==> config.mk <==
export PLATFORM = sky130hd
export DESIGN_NAME = csd_add_subb_sched
export DESIGN_NICKNAME = d
export VERILOG_FILES = /design/src/rtl/csd_add_subb_sched.sv
export SDC_FILE = /design/constraint.sdc
export NUM_CORES = 1
export LEC_CHECK = 0
export BUFFER_PORTS_ARGS = -buffer_cell sky130_fd_sc_hd__buf_2
export CAP_MARGIN = 20
export CORE_UTILIZATION = 34
export DETAILED_ROUTE_END_ITERATION = 10
export MAX_ROUTING_LAYER = met4
export PLACE_DENSITY = 0.7
export SYNTH_ARGS = -nofsm -noshare
export SYNTH_HDL_FRONTEND = slang
export SYNTH_SLANG_ARGS = --single-unit
==> constraint.sdc <==
create_clock -name clk -period 1.8 [get_ports clk]
set_input_delay 0.18 -clock clk [delete_from_list [all_inputs] [get_ports clk]]
set_output_delay 0.18 -clock clk [all_outputs]
set_load 0.01 [all_outputs]
==> src/rtl/csd_add_subb_sched.sv <==
// rtl/csd_add_subb_sched.sv - round-robin scheduler sharing one csd_add_subb among NREQ requesters
// One grant per cycle into a single registered result slot that is returned with the requester id.
module csd_add_subb_sched #(
  parameter int W    = 1,
  parameter int NREQ = 4,
  parameter int IDW  = 2
) (
  input  logic                  clk,
  input  logic                  arst,
  input  logic [NREQ-1:0]       req_valid,
  output logic [NREQ-1:0]       req_ready,
  input  logic [NREQ-1:0]       req_subb_a,
  input  logic [NREQ-1:0]       req_subb_b,
  input  logic [NREQ*2*W-1:0]   req_a,
  input  logic [NREQ*2*W-1:0]   req_b,
  output logic                  add_subb_a,
  output logic                  add_subb_b,
  output logic [2*W-1:0]        add_a,
  output logic [2*W-1:0]        add_b,
  input  logic [2*W-1:0]        add_s,
  output logic                  rsp_valid,
  input  logic                  rsp_ready,
  output logic [2*W-1:0]        rsp_s,
  output logic [IDW-1:0]        rsp_id
);

  typedef enum logic {EMPTY, FULL} state_t;

  state_t         state, state_nxt;
  logic [IDW-1:0] ptr;
  logic [IDW-1:0] win;
  logic           found;
  logic           grant_ok;
  logic [IDW:0]   cand;

  // The output slot can take a new result when it is free or being drained this cycle;
  // the reset pin gates the grant so nothing is offered while reset is held.
  always_comb begin
    found    = 1'b0;
    win      = '0;
    cand     = '0;
    grant_ok = arst && ((state == EMPTY) || rsp_ready);
    if (grant_ok) begin
      for (int k = 1; k <= NREQ; k++) begin
        cand = {1'b0, ptr} + (IDW+1)'(k);
        if (cand >= (IDW+1)'(NREQ)) begin
          cand = cand - (IDW+1)'(NREQ);
        end
        if (!found && req_valid[cand[IDW-1:0]]) begin
          found = 1'b1;
          win   = cand[IDW-1:0];
        end
      end
    end
  end

  always_comb begin
    req_ready  = '0;
    add_subb_a = 1'b0;
    add_subb_b = 1'b0;
    add_a      = '0;
    add_b      = '0;
    if (found) begin
      req_ready[win] = 1'b1;
      add_subb_a     = req_subb_a[win];
      add_subb_b     = req_subb_b[win];
      add_a          = req_a[int'(win)*2*W +: 2*W];
      add_b          = req_b[int'(win)*2*W +: 2*W];
    end
  end

  always_comb begin
    state_nxt = state;
    case (state)
      EMPTY:   if (found) state_nxt = FULL;
      FULL:    if (rsp_ready && !found) state_nxt = EMPTY;
      default: state_nxt = EMPTY;
    endcase
  end

  always_ff @(posedge clk or negedge arst) begin
    if (!arst) begin
      state  <= EMPTY;
      ptr    <= IDW'(NREQ-1);
      rsp_s  <= '0;
      rsp_id <= '0;
    end else begin
      state <= state_nxt;
      if (found) begin
        ptr    <= win;
        rsp_s  <= add_s;
        rsp_id <= win;
      end
    end
  end

  assign rsp_valid = (state == FULL);

endmodule

# Word-level counts from Yosys, hierarchy flattened
# Index checks and enable logic that the tools add are counted.
# W data, S select, Z words.
# totals
register_bits,7
input_bits,33
output_inout_bits,15
# classes
n_addsub,8
magnitude_cmp,10
n_shift,2
n_mux,43
n_bitwise,1
n_reduce_logical,11
# op_table
cell,count
$mux W2,15
$mux W1,19
$shiftx A8 B4 Y2,2
$lt A2 B3 Y1 const B,5
$bmux W1 S2,6
$ge A3 B3 Y1 const B,4
$sub A2 B1 Y2 const B,4
$add A2 B2 Y3 const B,2
$logic_and A1 B1 Y1,6
$logic_not A1 Y1,4
$mux W4,1
$add A2 B1 Y3 const B,1
$add A2 B3 Y3 const B,1
$demux W1 S2,1
$ge A2 B1 Y1 const B,1
$pmux W1 S2,1
$logic_or A1 B1 Y1,1
$not A1 Y1,1

# Depth between registers and ports, before layout
# Gate-level depths: netlist of the first run.
# depth
ltp_word,25
ltp_mapped,7

# Least setup slack after synthesis of the first run
# Ideal clock, no wire load.
# synth_timing
path_type,reg-to-output
from,reg ptr[1]
to,out add_a[0]
arrival_ns,1.850
required_ns,1.620
setup_slack_ns,-0.230
stages_incl_launch_ff,8
path_cell_list,dfstp_2 buf_6 nand2b_1 a21oi_1 o221ai_4 or3b_1 buf_6 o221ai_2
# synth_between
elab_chain_cells,22
# synth_rtl
element,line,text
from (decl),30,logic [IDW-1:0] ptr;
from (signal assigned),84,ptr <= IDW'(NREQ-1);
from (signal assigned),90,ptr <= win;
$add A2 B1 Y3,45,"cand = {1'b0, ptr} + (IDW+1)'(k);"
$ge A3 B3 Y1 / $sub A2 B1 Y2 (equally long branches),"46, 47",
$mux W2,46,if (cand >= (IDW+1)'(NREQ)) begin
$mux W2,43,if (grant_ok) begin
$bmux W1 S2,49,if (!found && req_valid[cand[IDW-1:0]]) begin
$mux W1 (implied by the code),49,
$mux W1,49,
$mux W1,43,
[6 not listed],n/a,
$mux W1,49,
$mux W1,43,
$logic_not A1 Y1,49,
$logic_and A1 B1 Y1,49,
$mux W2,49,
$mux W2,43,
$shiftx A8 B4 Y2,67,add_a = req_a[int'(win)*2*W +: 2*W];
$mux W2 *,63,if (found) begin
to (decl),18,"output logic [2*W-1:0] add_a,"
# Every way passes the cells marked *; elsewhere a longest branch is shown, timed or not. The select of a mux whose other input is x is not followed.

# Worst setup path in the final report of the first run
# Same ends and word-level chain as after synthesis.

==> flow_summary_export.csv, run 1 <==
group,metric,value,unit
clocking,deepest_level_of_the_cts_h_tree,1,
job,max_cap_viol_count,0,
clocking,clockBufferDepth,2,
setup_path,slowest_cp_cell,"dfstp_2",
power,power.leakage,0.000585,uW
setup_path,critPathMaxStageDelay,0.57,ns
power,power_switching,304,uW
cells_and_area,nets,167,
timing,maxClockFrequency,450,MHz
timing,final_critical_path_setup_slack,-0.422,ns
global_routing,globalRouteOverflowTotal,0,
global_routing,grt_pass1_wl,2720,um
route,detail_route.iter0.violations,13,
setup_path,critical_path_class,"reg -> out",
setup_path,setup.worst_path.end_class,"output port",
timing,fin_worst_skew,0.00171,ns
floorplan,core_area,1710,um^2
floorplan,num_rows,15,
route,drt_wl_total,1830,um
floorplan,die-area,2000,um^2
timing,report.final.hold_viol_count,0,
power,power.combinational.fraction,56.4,%
cells_and_area,antenna_cells,0,
placement,cell_area_reported_after_detailed_placement,1010,um^2
global_routing,antenna_found_initial,0,
logic_synthesis,post-synth-top-area-fraction,20.2,%
logic_synthesis,synth_area_leaders,"dfrtp_1 20%, o221ai_2 15%, mux2i_1 9.7%",
timing,tightest_slew,0.271,ns
route,overall_via_count_from_detail_route,730,
placement,dpl.cell_count,153,
power,p_seq_share,26.6,%
floorplan,io-pin-count,48,
route,drtAntennaViolNets,0,
hold_path,whs_endpoint,"rsp_s[1]",
logic_synthesis,synth_enable_flop_cells,0,
route,drc,0,
clocking,cts_tree,"built",
floorplan,die_x,44.7,um
logic_synthesis,syn_area,619,um^2
route,route.detailed.wl_per_inst,11.6,um
timing,finalMaxSlewViolations,0,
timing,fin_crit,2.22,ns
power,vdd_ir_drop_max,0.593,mV
logic_synthesis,asyncSetResetFlopFracSynth,100,%
run_status,result_of_the_run,"complete, but fails checks",
cells_and_area,post_route_cells_drive_above_1_share,63.9,%
hold_path,hold_path_depth,2,
logic_synthesis,synth_cell_types,23,
logic_synthesis,yosys_warnings,0,
placement,buffer_ports.inserted,47,
cells_and_area,stdcell_area,1090,um^2
power,p_int,532,uW
setup_path,worst_setup_path_start_kind,"register",
clocking,cts-buffers-inserted,3,
clocking,root_driver,"clkbuf_4",
power,power.share.switching,36.4,%
setup_path,critPathLaunch,"ptr[1]",
timing,final-setup-viol-count,9,
hold_path,worstHoldPathType,"in -> reg",
power,cell_area_power_density,765,nW/um^2
logic_synthesis,synth_fp_nets,100,
logic_synthesis,synthesis.instances,67,
logic_synthesis,yosysSeqAreaShare,28.7,%
timing,rsz_0062_raised_after_global_routing,"true",
logic_synthesis,synth_flop_cell,"dfrtp_1",
setup_path,timing.rr.start,"ptr[1]",
cells_and_area,layout.core_utilization,64.0,%
power,power.clock.fraction,17.0,%
logic_synthesis,synth_largest_area_cell,"dfrtp_1",
route,drt_first_pass_iters,4,
setup_path,reg2reg_setup_slack,0.28,ns
floorplan,fp.dieH,44.7,um
placement,dp_hpwl,1440,um
route,viasPerCell,4.62,
run_status,violations,"setup timing",
timing,layout_worst_path_cycle_share,123,%
clocking,clk_transition_reported_paths,0.05,ns
clocking,tritoncts_num_sinks,7,
setup_path,worst-endpoint-arrival,2.04,ns
global_routing,largest_net_degree_at_the_start_of_global_routing,10,
logic_synthesis,postSynthRegisterBits,7,
global_routing,grt_pass1_vias,689,
floorplan,initial_utilization,36.3,%
logic_synthesis,syn-mean-instance-area,9.24,um^2
setup_path,worstPathRequired,1.62,ns
placement,gpl.final_weighted_congestion,0.777,
setup_path,timing.reg2reg.worst_path_depth,8,
setup_path,critical_path_peak_fanout,7,
global_routing,grt_util_all_layers,18.9,%
cells_and_area,finish.cell_count_without_fillers,158,
clocking,latest_clock_arrival_within_the_worst_skew_pair,0.25,ns
timing,fin_worst_hold_slack,0.164,ns
setup_path,crit_path_cell_trace,"nand2b_4, a21oi_2, o221ai_4, or3b_1, buf_6, o221ai_2, buf_2",
cells_and_area,syn_to_layout_area_delta,76.6,%
timing,slew-limit-headroom,81.4,%
setup_path,regToRegEndpoint,"rsp_id[1]",
hold_path,hold_path_startpoint,"add_s[1]",
per-stage QoR:
stage          TNS, ns  worst slack, ns  power [uW]
6_report         -2.94           -0.422         836
2_1_floorplan    -1.40           -0.224         473
3_5_place_dp    -0.935           -0.176         654
3_3_place_gp    -0.714           -0.139         643
4_1_cts          -3.11           -0.443         813
5_1_grt          -3.65           -0.505         899
worst max-delay path: cells and delay by family, from the launching register on:
| family | cells | cell delay (ns) |
|---|---|---|
| and+or+nand+nor | 2 | 0.51 |
| buffers and inverters | 2 | 0.32 |
| AOI/OAI and AO/OA | 3 | 0.37 |
| DFF | 1 | 0.57 |
cells in the mapped netlist, types with 2 or more instances:
master and number:
a21oi_1 6, buf_6 2, dfrtp_1 5, dfstp_2 2, inv_1 8, mux2_2 2
mux2i_1 6, nand2_1 12, nand2b_1 3, nor2_1 3, o221ai_2 6
worst max-delay path by stage:
stage               endpoint  depth (start not counted)
finish              add_a[0]                          7
global route        add_a[0]                          7
CTS                 add_a[1]                          7
detailed placement  add_a[1]                          7
global placement    add_a[1]                          7
floorplan           add_a[1]                          7
flip-flops by register name (all words and copies together), names as in the netlist:
register	flops
ptr	2
rsp_id	2
rsp_s	2
rsp_valid	1
layout make-up:
type	count	area, um^2
Clock buffer	4	26.3
Fill cell	154	614
Inverter	9	33.8
Multi-Input combinational cell	49	435
Sequential cell	7	178
Tap cell	25	31.3
Timing Repair Buffer	64	389
power by group through the flow:
stage | Sequential [uW] | Clock, uW | Combinational (uW)
floorplan | 232 | 0 | 241
global placement | 222 | 0 | 422
detailed placement | 223 | 0 | 431
CTS | 221 | 152 | 440
global route | 227 | 159 | 512
finish | 223 | 142 | 471
what timing repair did:
item,CTS,global route
pin swaps,0,6
endpoints found under the hold margin,5,0
setup buffers,0,2
hold buffers,1,0
setup endpoints to repair,9,10
resized for setup,2,9
cell families (layout without fill, tap and decap cells):
logic type / Yosys count / in the layout / share of synthesized area [%]
mux: 8 / 8 / 13.3
simple gates: 24 / 24 / 19.0
buf+inv: 11 / 77 / 9.09
compound gates: 17 / 17 / 29.9
flops: 7 / 7 / 28.7
layout by cell type, fill, tap and decap left out, types with 2 or more instances in the layout:
master	instances
o221ai_4	2
buf_6	5
dfstp_2	2
buf_4	13
nand2_1	11
clkbuf_4	3
nor2_1	3
mux2i_1	6
o221ai_2	5
mux2_2	2
a21oi_2	2
nand2b_1	2
inv_1	8
a21oi_1	4
buf_2	45
dfrtp_1	5
metal layers:
layer	wire, um	vias to the layer above	track usage (%)	share of wire [%]
li1	-	369	-	-
met1	790	341	24.6	43
met2	979	16	28.8	53
met3	46	4	3.67	2.5
met4	15	0	7.27	0.82
met5	0	-	-	0
Power figures use the tool's default switching activity.
==> run 2: changes to the inputs <==
ABC_AREA = 1   (was not set)
CORE_UTILIZATION = 40   (was 34)
PLACE_DENSITY = 0.73   (was 0.7)
==> run 2 against run 1 <==
The run still ends with setup timing left. Critical endpoint is now add_b[0]. Largest cell class unchanged. Worst hold slack worse by 0.039 ns. Clock skew barely moved. Count of clock-buffer cells in the layout unchanged.
==> flow_summary_export.csv, run 2 <==
group,metric,value,unit
logic_synthesis,postSynthRegisterBits,7,
power,power.leakage,0.000846,uW
global_routing,globalRouteOverflowTotal,0,
setup_path,critical_path_peak_fanout,8,
clocking,root_driver,"clkbuf_4",
route,overall_via_count_from_detail_route,1096,
logic_synthesis,syn-mean-instance-area,6.19,um^2
setup_path,crit_path_cell_trace,"inv_8, nand2_4, nand2_4, nand2_2, nand2_2, nor2_4, nand3_2, nand2_1, nand2_2, nand2_4, buf_12, nor2_4, nand2_1, nand2_1, nor2_1, nor2_2, buf_2",
timing,finalMaxSlewViolations,0,
cells_and_area,syn_to_layout_area_delta,63.6,%
timing,fin_worst_hold_slack,0.125,ns
floorplan,fp.dieH,48.7,um
timing,rsz_0062_raised_after_global_routing,"true",
logic_synthesis,synth_fp_nets,174,
cells_and_area,mostFrequentLayoutCell,"buf_2",
setup_path,worst-endpoint-arrival,2.32,ns
logic_synthesis,synth_cell_types,20,
cells_and_area,nets,244,
global_routing,grt_pass1_wl,3900,um
logic_synthesis,synth_largest_area_cell,"nand2_1",
clocking,clockBufferDepth,2,
cells_and_area,layout.cells.most_common_list,"47 x buf_2, 44 x nand2_1, 18 x buf_4",
route,detail_route.iter0.violations,13,
cells_and_area,reg.largest.list,"ptr: 2 flops, rsp_id: 2 flops, rsp_s: 2 flops",
timing,slew-limit-headroom,83.7,%
timing,layout_worst_path_cycle_share,139,%
clocking,cts_tree,"built",
cells_and_area,finish.cell_count_without_fillers,237,
timing,fin_worst_skew,0.00190,ns
logic_synthesis,synthesized_area_fraction_occupied_by_ao_oa_aoi_and_oai_cells,3.16,%
route,drt_wl_total,2460,um
global_routing,largest_net_degree_at_the_start_of_global_routing,14,
timing,final-setup-viol-count,14,
cells_and_area,stdcell_area,1430,um^2
placement,dp_hpwl,1950,um
timing,fin_crit,2.50,ns
global_routing,antenna_found_initial,0,
global_routing,grt_util_all_layers,21.2,%
clocking,clk_transition_reported_paths,0.05,ns
timing,tightest_slew,0.244,ns
logic_synthesis,synth_enable_flop_cells,0,
route,drt_first_pass_iters,4,
floorplan,num_rows,16,
route,route.detailed.wl_per_inst,10.4,um
clocking,deepest_level_of_the_cts_h_tree,1,
route,viasPerCell,4.62,
logic_synthesis,yosys.area_share.xor_xnor,0,%
setup_path,timing.reg2reg.worst_path_depth,13,
setup_path,critical_path_class,"reg -> out",
logic_synthesis,synth_top_family_by_area,"simple AND/OR/NAND/NOR gates",
global_routing,grt_pass1_vias,1002,
run_status,violations,"setup timing",
logic_synthesis,asyncSetResetFlopFracSynth,100,%
logic_synthesis,synth_area_leaders,"nand2_1 22%, dfrtp_1 14%, nand2_2 8.6%",
setup_path,worst_setup_path_start_kind,"register",
timing,final_critical_path_setup_slack,-0.697,ns
logic_synthesis,yosys_warnings,0,
placement,gpl.final_weighted_congestion,0.884,
floorplan,io-pin-count,48,
hold_path,worstHoldPathType,"in -> reg",
clocking,tritoncts_num_sinks,7,
placement,dpl.cell_count,230,
run_status,result_of_the_run,"complete, but fails checks",
route,drtAntennaViolNets,0,
placement,cell_area_reported_after_detailed_placement,1300,um^2
floorplan,initial_utilization,43.6,%
route,drc,0,
placement,placement.setup.worst_slack,-0.413,ns
floorplan,die-area,2370,um^2
logic_synthesis,post_synth_mux_area_share,0,%
timing,report.final.hold_viol_count,0,
floorplan,die_x,48.7,um
clocking,latest_clock_arrival_within_the_worst_skew_pair,0.25,ns
floorplan,core_area,2000,um^2
logic_synthesis,post_synth_fa_ha_maj_area_fraction,0,%
power,vdd_ir_drop_max,1.30,mV
cells_and_area,post_route_cells_drive_above_1_share,59.0,%
logic_synthesis,post_synth_most_frequent_cells,"50 x nand2_1, 15 x nor2_1, 12 x nand2_2, 12 x nand3_1, 9 x inv_1",
logic_synthesis,post-synth-top-area-fraction,21.5,%
setup_path,worstPathRequired,1.62,ns
job,max_cap_viol_count,0,
logic_synthesis,synth_flop_cell,"dfrtp_1",
timing,maxClockFrequency,400,MHz
power,cell_area_power_density,2000,nW/um^2
logic_synthesis,yosys.cell_count.top_type,"nand2_1",
logic_synthesis,synthesis.instances,141,
setup_path,critPathMaxStageDelay,0.65,ns
logic_synthesis,yosys.area_share.simple,63.7,%
setup_path,slowest_cp_cell,"dfstp_2",
clocking,cts-buffers-inserted,3,
placement,buffer_ports.inserted,47,
setup_path,setup.worst_path.end_class,"output port",
hold_path,hold_path_depth,3,
cells_and_area,fillCellCount,174,
cells_and_area,layout.core_utilization,71.3,%
logic_synthesis,syn_area,872,um^2
logic_synthesis,yosysSeqAreaShare,20.4,%
cells_and_area,antenna_cells,0,
==> run 2: changes by cell type after synthesis, moves of 6 or more <==
cell and change:
nand3_2 +7, nand4_1 +7, o221ai_2 -6, nand2_1 +38, mux2i_1 -6, nor2_1 +12, nand3_1 +12, a21oi_1 -6
nand2_2 +12
==> run 2: logic make-up after synthesis <==
group                  Yosys count
AND/OR/NAND/NOR                109
buffers and inverters           20
flip-flops                       7
AO/OA/AOI/OAI                    5
==> run 2: where the power goes <==
group | internal, uW | switching (uW) | total (uW) | leakage (uW)
clock network | 84.5 | 56.1 | 141 | 0.0000150
registers | 252 | 76.3 | 328 | 0.0000820
logic | 1060 | 1320 | 2380 | 0.000749
==> run 2: path summary, 6_finish.rpt <==
check	end	slack, ns	start
max	add_b[0]	-0.70	ptr[0]
min	rsp_s[1]	0.12	add_s[1]
max reg2reg	ptr[0]	-0.11	ptr[0]
min reg2reg	rsp_id[1]	0.48	rsp_id[1]
max in group asynchronous	ptr[0]	1.21	arst
min in group asynchronous	rsp_valid	0.39	arst
==> run 2: what timing repair did <==
item                                   CTS  global route
setup endpoints to repair               14            17
cloned                                   0             0
gates resized for setup                  7            14
pin swaps                                2             8
endpoints found under the hold margin    5             0
hold buffers                             1             0
buffers inserted                         1             1
==> run 2: metal layers <==
metal / up-vias / share of wire, % / track usage [%]
met2: 22 / 53 / 38.7
met3: 2 / 2.9 / 0.314
met1: 490 / 44 / 24.9
li1: 582 / - / -
met4: 0 / 0.65 / 7.35
met5: - / 0 / -
==> run 2: area by class of cell <==
type	instances	area, um^2	area share (%)
inverters	14	62.6	4.39
clock buffers	4	26.3	1.84
repair buffers	71	463	32.5
well taps	27	33.8	2.37
flip-flops and latches	7	178	12.5
multi-input cells	114	663	46.5
==> run 2: worst max-delay path, delay by kind of cell, from the launching register on <==
kind | cells | cell delay, ns
buf+inv | 3 | 0.32
flops | 1 | 0.65
simple gates | 14 | 1.08
==> run 2: stage by stage <==
| step | total power (uW) | setup TNS, ns |
|---|---|---|
| final | 2850 | -6.62 |
| after global routing | 3080 | -8.78 |
| after CTS | 2740 | -6.15 |
| after detailed placement | 2500 | -3.79 |
| after global placement | 2460 | -2.90 |
| after floorplan | 1740 | -1.05 |
==> run 3: changes to the inputs <==
CORE_ASPECT_RATIO = 1.5   (was not set)
==> run 3 against run 2 <==
Design area up 0.26%. Flip-flop and latch count unchanged. Worst hold slack better by 0.018 ns. Clock skew up 0.0017 ns. Critical path depth down 1. Highest routed layer unchanged. Critical endpoint is now add_subb_b. Via count up 6.8%. Non-clock buffer count up 7. Utilization down 1.6 points. The run still ends with setup timing left. Global-route usage up 2.5 points. Clock power about the same. Fmax down 0.38%.
==> flow_summary_export.csv, run 3 (synthesis gave the netlist of run 2 again) <==
group,metric,value,unit
cells_and_area,syn_to_layout_area_delta,64.0,%
placement,buffer_ports.inserted,47,
timing,final_critical_path_setup_slack,-0.707,ns
route,viasPerCell,4.88,
route,drc,0,
clocking,root_driver,"clkbuf_4",
setup_path,reg2reg_setup_slack,-0.27,ns
placement,cell_area_reported_after_detailed_placement,1260,um^2
route,drtAntennaViolNets,0,
cells_and_area,post_route_cells_drive_above_1_share,59.6,%
timing,fin_worst_skew,0.00361,ns
floorplan,io-pin-count,48,
floorplan,initial_utilization,42.5,%
timing,tightest_slew,0.303,ns
setup_path,critical_path_peak_fanout,8,
placement,placement.setup.worst_slack,-0.413,ns
timing,fin_crit,2.51,ns
setup_path,worstPathRequired,1.62,ns
power,cell_area_power_density,2070,nW/um^2
setup_path,critical_path_class,"reg -> out",
floorplan,fp.dieH,59.2,um
route,detail_route.iter0.violations,18,
run_status,violations,"setup timing",
global_routing,grt_util_all_layers,23.7,%
route,drt_wl_total,2600,um
global_routing,grt_pass1_wl,3950,um
setup_path,worst-endpoint-arrival,2.33,ns
setup_path,worst_setup_path_start_kind,"register",
cells_and_area,nets,252,
floorplan,die-area,2370,um^2
run_status,result_of_the_run,"complete, but fails checks",
timing,final-setup-viol-count,17,
floorplan,num_rows,20,
hold_path,worstHoldPathType,"in -> reg",
placement,dpl.cell_count,225,
job,max_cap_viol_count,0,
floorplan,core_area,2050,um^2
cells_and_area,mostFrequentLayoutCell,"buf_2",
clocking,latest_clock_arrival_within_the_worst_skew_pair,0.25,ns
timing,maxClockFrequency,399,MHz
placement,dp_hpwl,1960,um
global_routing,globalRouteOverflowTotal,0,
global_routing,largest_net_degree_at_the_start_of_global_routing,9,
floorplan,die_x,40.1,um
clocking,tritoncts_num_sinks,7,
power,power.leakage,0.000863,uW
placement,gpl.final_weighted_congestion,0.777,
power,vdd_ir_drop_max,1.13,mV
clocking,cts-buffers-inserted,3,
cells_and_area,stdcell_area,1430,um^2
setup_path,setup.worst_path.end_class,"output port",
cells_and_area,reg.largest.list,"ptr: 2 flops, rsp_id: 2 flops, rsp_s: 2 flops",
clocking,clockBufferDepth,2,
timing,finalMaxSlewViolations,0,
cells_and_area,antenna_cells,0,
timing,slew-limit-headroom,79.7,%
cells_and_area,layout.cells.most_common_list,"47 x buf_2, 43 x nand2_1, 26 x buf_4",
timing,rsz_0062_raised_after_global_routing,"true",
route,route.detailed.wl_per_inst,10.8,um
cells_and_area,finish.cell_count_without_fillers,240,
timing,report.final.hold_viol_count,0,
clocking,deepest_level_of_the_cts_h_tree,1,
global_routing,grt_pass1_vias,1058,
clocking,clk_transition_reported_paths,0.05,ns
route,overall_via_count_from_detail_route,1171,
global_routing,antenna_found_initial,0,
route,drt_first_pass_iters,4,
clocking,cts_tree,"built",
timing,layout_worst_path_cycle_share,139,%
==> run 3: cell count changes in the layout (fill, tap and decap cells not counted), sizes merged <==
cell	delta
nand2	+1
buf	+7
==> run 3: report_power, final <==
part           leakage, uW  internal (uW)  switching [uW]
Sequential       0.0000820            252            74.0
Clock            0.0000150           84.4            55.2
Combinational     0.000766           1130            1360
==> run 3: per-stage QoR <==
stage	utilization, %	hold WS, ns	total power, uW	TNS [ns]
global route	69.7	0.153	3220	-10.19
detailed placement	61.3	0.0252	2380	-3.98
CTS	66.4	0.140	2730	-5.99
global placement	61.3	0.0205	2330	-3.17
floorplan	-	-0.116	1740	-1.05
finish	69.7	0.143	2960	-8.03
==> run 3: worst paths after layout <==
kind                       startpoint          to  depth (start not counted)
setup / recovery               ptr[0]  add_subb_b                         16
min in group asynchronous        arst   rsp_id[0]                          2
setup reg to reg               ptr[0]    rsp_s[0]                         15
hold reg to reg             rsp_id[1]   rsp_id[1]                          2
hold / removal              rsp_ready   rsp_valid                          2
max in group asynchronous        arst      ptr[0]                          2
==> run 3: worst max-delay path: stages (launching register included) <==
cell and delay [ns]:
dfstp_2 0.65, inv_8 0.06, nand2_2 0.08, nand2_4 0.06, nand2_2 0.08, nand2_2 0.07
nor2_4 0.15, nand3_2 0.12, nand2_2 0.08, nand2_2 0.06, nand2_4 0.11, nand2_4 0.10
nand3_2 0.07, nand2_1 0.07, nor2_2 0.13, nor2_2 0.05, buf_2 0.13
==> run 3: per-layer routing <==
layer  up-vias  share of wire (%)  track usage (%)
li1        599                  -                -
met1       542                 38             27.4
met2        28                 59             41.2
met3         2                2.2             3.38
met4         0               0.96             4.93
met5         -                  0                -
==> run 3: cell type report <==
cell class,instances,area (um^2)
fill,190,622
inverter,14,60.1
timing repair buffer,78,485
sequential,7,178
multi-input combinational,115,653
tap,22,27.5
clock buffer,4,26.3
==> run 3: what timing repair did <==
| item | in CTS | in global routing |
|---|---|---|
| cloned | 1 | 0 |
| endpoints found under the setup margin | 12 | 17 |
| buffers inserted | 5 | 4 |
| endpoints found under the hold margin | 7 | 0 |
| hold buffers | 1 | 0 |
| pin swaps | 4 | 2 |
| resized for setup | 10 | 10 |
